$ cat config.mk
export PLATFORM = sky130hd
export DESIGN_NAME = nbj_correct_queue
export DESIGN_NICKNAME = d
export VERILOG_FILES = /design/src/rtl/nbj_pkg.sv /design/src/rtl/nbj_rr_arbiter.sv /design/src/rtl/nbj_correct_queue.sv
export SDC_FILE = /design/constraint.sdc
export NUM_CORES = 1
export LEC_CHECK = 0
export ABC_AREA = 1
export BUFFER_PORTS_ARGS = -buffer_cell sky130_fd_sc_hd__buf_2
export CAP_MARGIN = 30
export CORE_MARGIN = 5
export CORE_UTILIZATION = 40
export CTS_BUF_LIST = sky130_fd_sc_hd__clkbuf_8
export CTS_CLUSTER_SIZE = 28
export DETAILED_ROUTE_END_ITERATION = 12
export HOLD_SLACK_MARGIN = 0.05
export SYNTH_ARGS = -nofsm -noshare
export SYNTH_HDL_FRONTEND = slang
export SYNTH_SLANG_ARGS = --single-unit
$ cat constraint.sdc
create_clock -name clk -period 3.6 [get_ports clk]
set_input_delay 0.54 -clock clk [delete_from_list [all_inputs] [get_ports clk]]
set_output_delay 0.54 -clock clk [all_outputs]
set_load 0.01 [all_outputs]
$ cat src/rtl/nbj_pkg.sv
// Shared definitions for the branch-correction (nbj) path: entry layout and record type.
// An entry is {type, pc_index, corrected_pc}, with the PC in the LSBs.
package nbj_pkg;
   localparam int NBJ_PC_W  = 32;
   localparam int NBJ_IDX_W = 3;

   typedef struct packed {
      logic                 typ;
      logic [NBJ_IDX_W-1:0] idx;
      logic [NBJ_PC_W-1:0]  pc;
   } nbj_entry_t;

   function automatic int nbj_idx_lsb(input int pc_w);
      return pc_w;
   endfunction

   function automatic int nbj_type_bit(input int pc_w, input int idx_w);
      return pc_w + idx_w;
   endfunction
endpackage

$ cat src/rtl/nbj_rr_arbiter.sv
// Round-robin arbiter: grants the first requester at or above the pointer, wrapping.
// The pointer moves past the granted channel only when the caller reports a transfer.
module nbj_rr_arbiter #(
   parameter int NUM_CH = 2
) (
   input  logic              clk,
   input  logic              rst,
   input  logic              i_clear,
   input  logic [NUM_CH-1:0] i_req,
   input  logic              i_advance,
   output logic [NUM_CH-1:0] o_grant
);
   localparam int PW = (NUM_CH > 1) ? $clog2(NUM_CH) : 1;

   logic [PW-1:0] r_ptr;
   logic [PW-1:0] w_gidx;
   logic [PW:0]   w_pos;
   logic [PW:0]   w_nsum;
   logic [PW-1:0] w_next;
   logic          w_found;

   // Scan offsets 0..NUM_CH-1 from the pointer; first hit wins.
   always_comb begin
      w_found = 1'b0;
      w_gidx  = r_ptr;
      w_pos   = '0;
      for (int j = 0; j < NUM_CH; j++) begin
         w_pos = {1'b0, r_ptr} + (PW+1)'(j);
         if (w_pos >= (PW+1)'(NUM_CH)) w_pos = w_pos - (PW+1)'(NUM_CH);
         for (int k = 0; k < NUM_CH; k++) begin
            if (!w_found && i_req[k] && (w_pos == (PW+1)'(k))) begin
               w_found = 1'b1;
               w_gidx  = PW'(k);
            end
         end
      end
   end

   always_comb begin
      o_grant = '0;
      for (int k = 0; k < NUM_CH; k++)
         o_grant[k] = w_found && (w_gidx == PW'(k));
   end

   assign w_nsum = {1'b0, w_gidx} + (PW+1)'(1);
   assign w_next = (w_nsum >= (PW+1)'(NUM_CH)) ? '0 : w_nsum[PW-1:0];

   always_ff @(posedge clk) begin
      if (rst || i_clear)             r_ptr <= '0;
      else if (i_advance && w_found)  r_ptr <= w_next;
   end
endmodule

$ cat src/rtl/nbj_correct_queue.sv
// Multi-channel correction queue: one round-robin-selected push per cycle into a
// DEPTH-entry FIFO; flush drops everything and restarts arbitration at channel 0.
module nbj_correct_queue
   import nbj_pkg::*;
#(
   parameter int NUM_CH = 2,
   parameter int DEPTH  = 4,
   parameter int PC_W   = NBJ_PC_W,
   parameter int IDX_W  = NBJ_IDX_W
) (
   input  logic                             clk,
   input  logic                             rst,
   input  logic [NUM_CH-1:0]                i_valid,
   input  logic [NUM_CH*(PC_W+IDX_W+1)-1:0] i_data,
   output logic [NUM_CH-1:0]                o_ready,
   input  logic                             i_flush,
   output logic                             o_valid,
   input  logic                             i_ready,
   output logic                             o_type,
   output logic [IDX_W-1:0]                 o_correctPcIndex,
   output logic [PC_W-1:0]                  o_correctPc,
   output logic [$clog2(DEPTH):0]           o_count
);
   localparam int E       = PC_W + IDX_W + 1;
   localparam int AW      = $clog2(DEPTH);
   localparam int CW      = AW + 1;
   localparam int IDX_LSB = nbj_idx_lsb(PC_W);
   localparam int TYP_BIT = nbj_type_bit(PC_W, IDX_W);

   logic [E-1:0]      r_mem [DEPTH];
   logic [AW-1:0]     r_head;
   logic [AW-1:0]     r_tail;
   logic [CW-1:0]     r_count;
   logic [E-1:0]      r_last;

   logic [NUM_CH-1:0] w_grant;
   logic [E-1:0]      w_wdata;
   logic [E-1:0]      w_out;
   logic              w_full;
   logic              w_pop;
   logic              w_push;
   logic              w_can_push;

   nbj_rr_arbiter #(.NUM_CH(NUM_CH)) u_arb (
      .clk       (clk),
      .rst       (rst),
      .i_clear   (i_flush),
      .i_req     (i_valid),
      .i_advance (w_push),
      .o_grant   (w_grant)
   );

   assign o_valid    = (r_count != '0);
   assign w_full     = (r_count == CW'(DEPTH));
   assign w_pop      = o_valid && i_ready;
   // A pop in the same cycle frees the slot, so a full queue can still accept.
   assign w_can_push = !rst && !i_flush && (!w_full || w_pop);
   assign o_ready    = w_grant & {NUM_CH{w_can_push}};
   assign w_push     = |(i_valid & o_ready);

   always_comb begin
      w_wdata = '0;
      for (int k = 0; k < NUM_CH; k++)
         if (w_grant[k]) w_wdata = w_wdata | i_data[k*E +: E];
   end

   always_ff @(posedge clk) begin
      if (w_push) r_mem[r_tail] <= w_wdata;
   end

   always_ff @(posedge clk) begin
      if (rst) begin
         r_head  <= '0;
         r_tail  <= '0;
         r_count <= '0;
         r_last  <= '0;
      end else begin
         // The consumer still takes the head in a flush cycle, so it becomes the held value.
         if (w_pop) r_last <= r_mem[r_head];
         if (i_flush) begin
            r_head  <= '0;
            r_tail  <= '0;
            r_count <= '0;
         end else begin
            if (w_push) r_tail <= r_tail + AW'(1);
            if (w_pop)  r_head <= r_head + AW'(1);
            case ({w_push, w_pop})
               2'b10:   r_count <= r_count + CW'(1);
               2'b01:   r_count <= r_count - CW'(1);
               default: r_count <= r_count;
            endcase
         end
      end
   end

   assign w_out            = o_valid ? r_mem[r_head] : r_last;
   assign o_correctPc      = w_out[PC_W-1:0];
   assign o_correctPcIndex = w_out[IDX_LSB +: IDX_W];
   assign o_type           = w_out[TYP_BIT];
   assign o_count          = r_count;
endmodule

==> results of run 1 <==
-- registers in the layout, summed over array words and instances, names as in the netlist, named ones only --
register     flops
o_count          3
r_head           2
r_last          36
r_mem          144
r_tail           2
u_arb.r_ptr      1
-- final cells by class --
class / instances / area [um^2] / share of cell area
sequential: 190 / 5250 / 0.531
multi-input combinational: 516 / 2660 / 0.269
timing repair buffer: 135 / 741 / 0.0749
inverter: 129 / 484 / 0.0490
tap: 280 / 350 / 0.0354
clock buffer: 19 / 262 / 0.0264
clock inverter: 13 / 146 / 0.0148
-- path summary, 6_finish.rpt --
check / from / endpoint / slack [ps] / cells after the start
worst max-delay path: o_count[0] / o_correctPc[0] / 610 / 5
worst min register to register: r_head[1] / flip-flop / 500 / 2
worst min-delay path: i_flush / r_tail[1] / 390 / 4
worst max register to register: o_count[0] / o_count[2] / 900 / 12
-- logic make-up after synthesis --
group	after synthesis	share of synthesized area
flip-flops	190	0.603
buffers and inverters	181	0.0962
AO/OA/AOI/OAI	155	0.130
AND/OR/NAND/NOR	353	0.160
XOR/XNOR	2	0.00201
adder cells (fa/ha/maj)	6	0.00949
-- power by group through the flow --
stage,Sequential (mW),Combinational (mW),Clock (mW)
detailed placement,2.51,0.458,0
floorplan,2.50,0.283,0
global placement,2.51,0.451,0
finish,2.46,0.450,1.44
CTS,2.46,0.460,1.47
global route,2.47,0.510,1.56
-- layout by cell type (no fill, tap or decap), drive strengths merged --
cell type / netlist / layout
ha: 5 / 5
clkbuf: 9 / 19
nand4: 1 / 1
clkinv: 0 / 6
a21oi: 6 / 6
nor2: 84 / 84
nand3: 39 / 39
nand2: 229 / 229
o211ai: 72 / 72
clkinvlp: 0 / 1
buf: 43 / 135
dfxtp: 46 / 46
o21ai: 77 / 77
bufinv: 0 / 3
inv: 129 / 132
edfxtp: 144 / 144
xor2: 2 / 2
fa: 1 / 1
-- per-layer routing --
layer,vias to the layer above,wire length (um),part of all wire
met5,-,0,0
met4,0,214,0.011
met3,16,939,0.048
met2,151,8940,0.46
met1,2870,9440,0.48
li1,3118,-,-
-- worst register-to-register path, cell delays in order (launching register included) --
cell and delay, ps:
dfxtp_1 350, nor2_4 460, nand2_2 650, nand2_2 250, inv_2 50, ha_1 190, inv_1 80, fa_1 180
inv_1 40, nand2_1 50, nand3_1 70, o21ai_0 140, a21oi_1 50
-- stage by stage --
stage,util,instances
floorplan,-,887
global placement,0.438,1249
detailed placement,0.439,1250
CTS,0.457,1282
global route,0.457,1282
finish,0.457,1282
==> key figures, run 1 <==
Floorplanning
  • Row count: 54
  • Die area: 0.0248 mm^2
  • CORE AREA: 0.0216 mm^2
  • Y dimension of the die: 157 um
  • Initial Util: 0.402
  • # IOs: 120
  • Width of the chip: 157 um

Synthesis
  • Yosys reg bits: 190
  • Number of synthesized flops with an enable pin: 144
  • Mapped cell area: 0.00870 mm^2
  • Most used flip-flop cell after synthesis: edfxtp_1
  • Cell count after synthesis: 887
  • Async SR Flop Fraction: 0
  • Cell taking the most area after synthesis: edfxtp_1
  • Yosys top cell area share: 0.497
  • Synth top area cells: edfxtp_1 (50%), dfxtp_1 (11%), nand2_1 (9.8%)
  • Synth top cells by count: nand2_1 (227), edfxtp_1 (144), inv_1 (127)
  • Post-Syn Nets: 971
  • Yosys warns: 0
  • Synthesized area per cell: 9.81 um^2
  • Top-count cell post-synth: nand2_1
  • Cell variety after synth: 26
  • Sequential fraction of the synthesis area: 0.603

STA
  • Final setup fails: 0
  • Worst slew pin tran: 857 ps
  • Max-slew headroom: 0.426
  • Layout Skew: 12.7 ps
  • Setup TNS: 0 ps
  • RSZ-0062 raised after global routing: false
  • Final Slew Violations: 0
  • Setup ws final: 610 ps
  • Min Hold Slack: 391 ps
  • Final hold vios: 0
  • Max Fclk: 0.334 GHz
  • Final worst path period need: 2990 ps
  • Period utilization: 0.831

Global routing
  • Largest net degree at the start of global routing: 73
  • Gr usage total: 0.163
  • Met2 Use GR: 0.259
  • Total gr overflow: 0
  • Grt met3 use: 0.0335
  • Global routing's busiest layer: met2
  • Met1 Use GR: 0.230
  • Initial antenna violation count: 0
  • First-pass GRT wire length: 31.7 mm
  • Vias in the first global route: 6,043

Drt
  • Vias per cell: 4.80
  • Residual DRC: 0
  • Total Routed Length: 19.5 mm
  • Routed Antenna Nets: 0
  • DR pass1 iterations: 5
  • Starting DRT DRC Count: 518
  • Routed len/inst: 15.2 um
  • Vias after detailed routing: 6,155

Power and ir drop
  • Total power: 4.35 mW
  • Switching share of power: 0.240
  • Register share of total power: 0.566
  • Clock power share: 0.331
  • NetSw: 1.04 mW
  • Gate power share: 0.103
  • Internal Power: 3.30 mW
  • Pwr Density: 439 mW/mm^2
  • Static Leak: 4.24 nW
  • Worst vdd ir: 254 uV

Clock network
  • H-tree lvl count: 4
  • Setup repair bufs after CTS: 0
  • CTS Buf Count: 17
  • Clock transition at the registers of the reported paths: 100 ps
  • Cts hold-fix bufs: 0
  • Post-CTS sizing: 0
  • Clock Latency Late Sink: 450 ps
  • CTS tree: built
  • Clock root cell: clkbuf_8
  • CTS Buffer Depth: 2
  • Clock Sinks: 190

Min path
  • Hold crit path type: input port to flip-flop

Worst setup path
  • Crit path DAT: 2450 ps
  • CP Class: flip-flop to primary output
  • Delay-heaviest family, CP: simple AND/OR/NAND/NOR gates
  • CP Data Required Time: 3060 ps
  • Maximum fanout along the worst path: 38
  • Most used cell, CP: nand2_1
  • Worst Setup End Kind: primary output
  • Startpoint class of the critical path: flip-flop
  • Slowest CP cell: nand2_2
  • CP bufs+invs: 1
  • CP cell instances: nor2_4 > nand2_2 > nand2_1 > nand2_1 > buf_2
  • Largest stage delay, worst path: 640 ps

Place
  • Dpl cell area: 0.00948 mm^2
  • GP Congestion: 0.737
  • DP HPWL: 12.4 mm
  • Dpl ws: 908 ps
  • I/O Buffers: 119

Run status
  • Status: finished clean

Flow run
  • MaxCap Viol Count: 0

Final layout
  • Fin nets: 1,073
  • Area grow syn2layout: 13.7%
  • Share of cells above drive strength 1: 0.211
  • Antenna fix cells: 0
  • Filler instances: 2,064
  • Design area: 0.00989 mm^2
Power figures use the tool's default switching activity.
==> run 2, diff against run 1 <==
- clock period: 3.6 -> 3 ns (I/O delays scaled with it)
==> key figures, run 2 (synthesis gave the netlist of run 1 again) <==
Global routing
  • Largest net degree at the start of global routing: 57 (was 73)
  • Vias in the first global route: 5,821 (was 6,043)
  • Total gr overflow: 0 (unchanged)
  • First-pass GRT wire length: 31.3 mm (was 31.7 mm)
  • Initial antenna violation count: 0 (unchanged)
  • Gr usage total: 0.164 (was 0.163)

Worst setup path
  • CP Data Required Time: 2550 ps (was 3060 ps)
  • Largest stage delay, worst path: 380 ps (was 640 ps)
  • Crit path to: o_correctPc[0] (unchanged)
  • Reg2reg setup slack: 760 ps (was 900 ps)
  • Worst Setup End Kind: primary output (unchanged)
  • Reg2reg end: o_count[2] (unchanged)
  • CP Depth: 6 (was 5)
  • Delay-heaviest family, CP: buffers and inverters (was simple AND/OR/NAND/NOR gates)
  • CP Class: flip-flop to primary output (unchanged)
  • Startpoint class of the critical path: flip-flop (unchanged)
  • RR Startpoint: o_count[2] (was o_count[0])
  • R2r worst-path depth: 12 (unchanged)
  • Slowest CP cell: nand2_2 (unchanged)
  • Crit path DAT: 2180 ps (was 2450 ps)
  • CP bufs+invs: 3 (was 1)
  • Maximum fanout along the worst path: 21 (was 38)
  • Most used cell, CP: nand2_1 (unchanged)
  • Worst setup path start: o_count[2] (was o_count[0])
  • CP cell instances: inv_2 > nand2_2 > buf_4 > nand2_1 > nand2_1 > buf_2 (was nor2_4 > nand2_2 > nand2_1 > nand2_1 > buf_2)

Final layout
  • Fin nets: 1,077 (was 1,073)
  • Most frequent cells in the layout: nand2_1 (226), edfxtp_1 (144), inv_1 (126), buf_2 (119), nor2_1 (78) (was nand2_1 (226), edfxtp_1 (144), inv_1 (128), buf_2 (119), nor2_1 (78))
  • Commonest non-fill, non-tap cell in the layout: nand2_1 (unchanged)
  • Share of cells above drive strength 1: 0.217 (was 0.211)
  • Non-Filler Instances: 1,286 (was 1,282)
  • Reg with most FFs: r_mem (unchanged)
  • Max reg flops: 144 (unchanged)
  • Area grow syn2layout: 13.9% (was 13.7%)
  • Design area: 0.00992 mm^2 (was 0.00989 mm^2)
  • Antenna fix cells: 0 (unchanged)

Floorplanning
  • Width of the chip: 157 um (unchanged)
  • Initial Util: 0.402 (unchanged)
  • Y dimension of the die: 157 um (unchanged)
  • # IOs: 120 (unchanged)
  • Row count: 54 (unchanged)
  • CORE AREA: 0.0216 mm^2 (unchanged)
  • Die area: 0.0248 mm^2 (unchanged)

Power and ir drop
  • Pwr Density: 510 mW/mm^2 (was 439 mW/mm^2)
  • Worst vdd ir: 287 uV (was 254 uV)
  • Static Leak: 4.23 nW (was 4.24 nW)

Drt
  • Vias per cell: 4.77 (was 4.80)
  • DR pass1 iterations: 5 (unchanged)
  • Routed Antenna Nets: 0 (unchanged)
  • M1 wire length: 9.53 mm (was 9.44 mm)
  • Residual DRC: 0 (unchanged)
  • Met3 wire length: 1.04 mm (was 939 um)
  • Vias after detailed routing: 6,140 (was 6,155)
  • Routed wire length on met2: 9.40 mm (was 8.94 mm)
  • Starting DRT DRC Count: 282 (was 518)
  • Top sig layer: met4 (unchanged)
  • Total Routed Length: 20.1 mm (was 19.5 mm)
  • Routed len/inst: 15.6 um (was 15.2 um)

Place
  • Dpl ws: 678 ps (was 908 ps)
  • Dpl cell area: 0.00955 mm^2 (was 0.00948 mm^2)
  • GP Congestion: 0.754 (was 0.737)
  • DP HPWL: 12.6 mm (was 12.4 mm)
  • Placed cells: 1,254 (was 1,250)
  • I/O Buffers: 119 (unchanged)

Clock network
  • Clock transition at the registers of the reported paths: 90 ps (was 100 ps)
  • Cts hold-fix bufs: 0 (unchanged)
  • CTS Buffer Depth: 2 (unchanged)
  • Clock Sinks: 190 (unchanged)
  • Post-CTS sizing: 0 (unchanged)
  • H-tree lvl count: 4 (unchanged)
  • CTS Buf Count: 17 (unchanged)
  • CTS tree: built (unchanged)
  • Setup repair bufs after CTS: 0 (unchanged)
  • Clock Latency Late Sink: 460 ps (was 450 ps)
  • Clock root cell: clkbuf_8 (unchanged)

STA
  • Layout Skew: 10.7 ps (was 12.7 ps)
  • Worst slew pin tran: 803 ps (was 857 ps)
  • Final worst path period need: 2630 ps
  • Min Hold Slack: 310 ps (was 391 ps)
  • Period utilization: 0.875
  • Setup ws final: 374 ps (was 610 ps)
  • Max-slew headroom: 0.464 (was 0.426)
  • Final setup fails: 0 (unchanged)
  • Final hold vios: 0 (unchanged)
  • Max Fclk: 0.381 GHz
  • Setup TNS: 0 ps (unchanged)
  • RSZ-0062 raised after global routing: false (unchanged)
  • Final Slew Violations: 0 (unchanged)

Run status
  • Status: finished clean (unchanged)

Min path
  • Hold crit path type: input port to flip-flop (unchanged)

Flow run
  • MaxCap Viol Count: 0 (unchanged)
[run 2: changes by cell type in the layout (fill, tap and decap cells not counted), sizes merged]
cell / delta
clkinvlp: +1
buf: +4
clkbuf: -2
inv: +4
bufinv: -3
[run 2: power breakdown]
part           internal, mW  switching [mW]  total [mW]
Combinational         0.195           0.350       0.545
Sequential             2.92          0.0344        2.95
Clock                 0.601           0.964        1.57
[run 2: cell type report]
class / instances / area, um^2
repair buffers: 139 / 808
inverters: 129 / 484
multi-input cells: 516 / 2660
fillers: 2065 / 11700
clock buffers: 17 / 234
clock inverters: 15 / 131
flip-flops and latches: 190 / 5250
well taps: 280 / 350
[run 2: worst min path at each step]
stage	from	end	slack, ps	depth (start not counted)
2_1_floorplan	r_head[1]	flip-flop	470	2
3_3_place_gp	r_head[1]	flip-flop	490	2
3_5_place_dp	r_head[1]	flip-flop	490	2
4_1_cts	i_flush	r_tail[1]	280	4
5_1_grt	i_flush	r_tail[1]	310	4
6_report	i_flush	r_tail[1]	310	4
[run 2: worst reg2reg max path, cell delays in order, from the launching register on]
cell and delay (ps):
dfxtp_1 330, inv_2 330, nor2_1 100, nand2_2 110, nand3_2 270, ha_1 340, inv_1 90, fa_1 190
inv_1 50, nand2_1 50, nand3_1 80, o21ai_0 150, a21oi_1 50
[run 2: metrics by stage]
step | power, mW | utilization
3_3_place_gp | 3.56 | 0.442
2_1_floorplan | 3.34 | -
3_5_place_dp | 3.57 | 0.442
6_report | 5.06 | 0.459
4_1_cts | 5.11 | 0.459
5_1_grt | 5.28 | 0.459
[run 2: per-layer routing]
layer / track usage / vias up
li1: - / 3126
met1: 0.229 / 2874
met2: 0.269 / 132
met3: 0.0313 / 8
met4: 0.0361 / 0
met5: 0 / -
==> run 3, diff against run 2 <==
- RECOVER_POWER: unset -> 100
==> key figures, run 3 (synthesis gave the netlist of run 1 again) <==
Worst setup path
  • CP bufs+invs: 2 (was 3)
  • Worst Setup End Kind: primary output (unchanged)
  • Slowest CP cell: dfxtp_4 (was nand2_2)
  • Delay-heaviest family, CP: flip-flops (was buffers and inverters)
  • Largest stage delay, worst path: 780 ps (was 380 ps)
  • Most used cell, CP: nand2_1 (unchanged)
  • CP Class: flip-flop to primary output (unchanged)
  • CP cell instances: clkbuf_2 > o211ai_1 > nand2_1 > nand2_1 > nand2_1 > clkbuf_1 (was inv_2 > nand2_2 > buf_4 > nand2_1 > nand2_1 > buf_2)
  • Startpoint class of the critical path: flip-flop (unchanged)
  • Crit path DAT: 2240 ps (was 2180 ps)
  • Maximum fanout along the worst path: 56 (was 21)
  • CP Data Required Time: 2550 ps (about the same)

Place
  • Dpl cell area: 0.00955 mm^2 (unchanged)
  • GP Congestion: 0.754 (unchanged)
  • DP HPWL: 12.6 mm (unchanged)
  • I/O Buffers: 119 (unchanged)

STA
  • Final hold vios: 0 (unchanged)
  • Period utilization: 0.896 (was 0.875)
  • Layout Skew: 12.0 ps (was 10.7 ps)
  • Max Fclk: 0.372 GHz (was 0.381 GHz)
  • Max-slew headroom: 0.235 (was 0.464)
  • RSZ-0062 raised after global routing: false (unchanged)
  • Final setup fails: 0 (unchanged)
  • Final Slew Violations: 0 (unchanged)
  • Setup TNS: 0 ps (unchanged)
  • Worst slew pin tran: 1150 ps (was 803 ps)
  • Final worst path period need: 2690 ps (was 2630 ps)

Final layout
  • Utilization after layout: 0.452 (was 0.459)
  • Commonest non-fill, non-tap cell in the layout: nand2_1 (unchanged)
  • Share of cells above drive strength 1: 0.175 (was 0.217)
  • Reg with most FFs: r_mem (unchanged)
  • Area grow syn2layout: 12.4% (was 13.9%)
  • Most frequent cells in the layout: nand2_1 (227), edfxtp_1 (144), inv_1 (126), buf_2 (84), nor2_1 (79) (was nand2_1 (226), edfxtp_1 (144), inv_1 (126), buf_2 (119), nor2_1 (78))
  • Max reg flops: 144 (unchanged)
  • Design area: 0.00978 mm^2 (was 0.00992 mm^2)
  • Fin nets: 1,077 (unchanged)
  • Antenna fix cells: 0 (unchanged)

Power and ir drop
  • Register share of total power: 0.587 (was 0.583)
  • NetSw: 1.34 mW (was 1.35 mW)
  • Worst vdd ir: 286 uV (was 287 uV)
  • Internal Power: 3.69 mW (was 3.71 mW)
  • Switching share of power: 0.266 (about the same)
  • Clock power share: 0.310 (was 0.309)
  • Gate power share: 0.104 (was 0.108)
  • Static Leak: 4.06 nW (was 4.23 nW)
  • Total power: 5.03 mW (was 5.06 mW)
  • Pwr Density: 514 mW/mm^2 (was 510 mW/mm^2)

Floorplanning
  • CORE AREA: 0.0216 mm^2 (unchanged)
  • Width of the chip: 157 um (unchanged)
  • # IOs: 120 (unchanged)
  • Row count: 54 (unchanged)
  • Y dimension of the die: 157 um (unchanged)
  • Die area: 0.0248 mm^2 (unchanged)
  • Initial Util: 0.402 (unchanged)

Global routing
  • First-pass GRT wire length: 31.3 mm (unchanged)
  • Vias in the first global route: 5,821 (unchanged)
  • Initial antenna violation count: 0 (unchanged)
  • Largest net degree at the start of global routing: 57 (unchanged)
  • Total gr overflow: 0 (unchanged)
  • Gr usage total: 0.164 (unchanged)

Clock network
  • CTS Buf Count: 17 (unchanged)
  • Cts hold-fix bufs: 0 (unchanged)
  • Clock Latency Late Sink: 460 ps (about the same)
  • H-tree lvl count: 4 (unchanged)
  • Post-CTS sizing: 0 (unchanged)
  • Setup repair bufs after CTS: 0 (unchanged)
  • CTS Buffer Depth: 2 (unchanged)
  • Clock transition at the registers of the reported paths: 90 ps (about the same)
  • Clock root cell: clkbuf_8 (unchanged)
  • CTS tree: built (unchanged)
  • Clock Sinks: 190 (unchanged)

Drt
  • Total Routed Length: 20.0 mm (was 20.1 mm)
  • Vias after detailed routing: 6,130 (was 6,140)
  • Routed len/inst: 15.6 um (about the same)
  • Residual DRC: 0 (unchanged)
  • Starting DRT DRC Count: 316 (was 282)
  • Routed Antenna Nets: 0 (unchanged)
  • DR pass1 iterations: 5 (unchanged)
  • Vias per cell: 4.77 (about the same)

Run status
  • Status: finished clean (unchanged)

Flow run
  • MaxCap Viol Count: 0 (unchanged)

Min path
  • Hold crit path type: input port to flip-flop (unchanged)
[run 3: layer usage]
layer	up-vias	global-route usage	routed length [um]
li1	3130	-	-
met4	0	0.0361	125
met1	2869	0.229	9510
met5	-	0	0
met2	122	0.269	9420
met3	9	0.0313	942
[run 3: per-stage QoR]
step                hold WS [ps]  setup WS [ps]  std cells
global placement             486            706       1254
finish                       309            311       1286
CTS                          280            354       1286
detailed placement           489            678       1254
global route                 302            113       1286
floorplan                    469            151        887
[run 3: power groups by stage]
stage / logic, mW / registers (mW) / clock network, mW
after detailed placement: 0.554 / 3.01 / 0
after global placement: 0.548 / 3.01 / 0
after global routing: 0.591 / 2.96 / 1.71
final: 0.521 / 2.95 / 1.56
after floorplan: 0.339 / 3.00 / 0
after CTS: 0.556 / 2.95 / 1.60
[run 3: area by class of cell]
cell class,instances,area (um^2)
Inverter,129,484
Timing Repair Buffer,139,703
Clock inverter,15,131
Multi-Input combinational cell,516,2630
Sequential cell,190,5250
Tap cell,280,350
Clock buffer,17,234
Fill cell,2097,11800
[run 3: worst paths after layout]
| kind | from | endpoint | slack [ps] | depth (start not counted) |
|---|---|---|---|---|
| max | flip-flop | o_correctPc[18] | 310 | 6 |
| min | i_flush | r_tail[1] | 310 | 4 |
| max reg2reg | o_count[2] | r_mem[1][21] | 320 | 6 |
| min reg2reg | r_head[1] | flip-flop | 510 | 2 |
[run 3: worst register-to-register path, stage by stage (launching register included)]
cell and delay [ps]:
dfxtp_1 330, inv_2 320, nor2_1 100, nand2_2 100, nand3_1 380, nor2_4 180, clkbuf_2 880
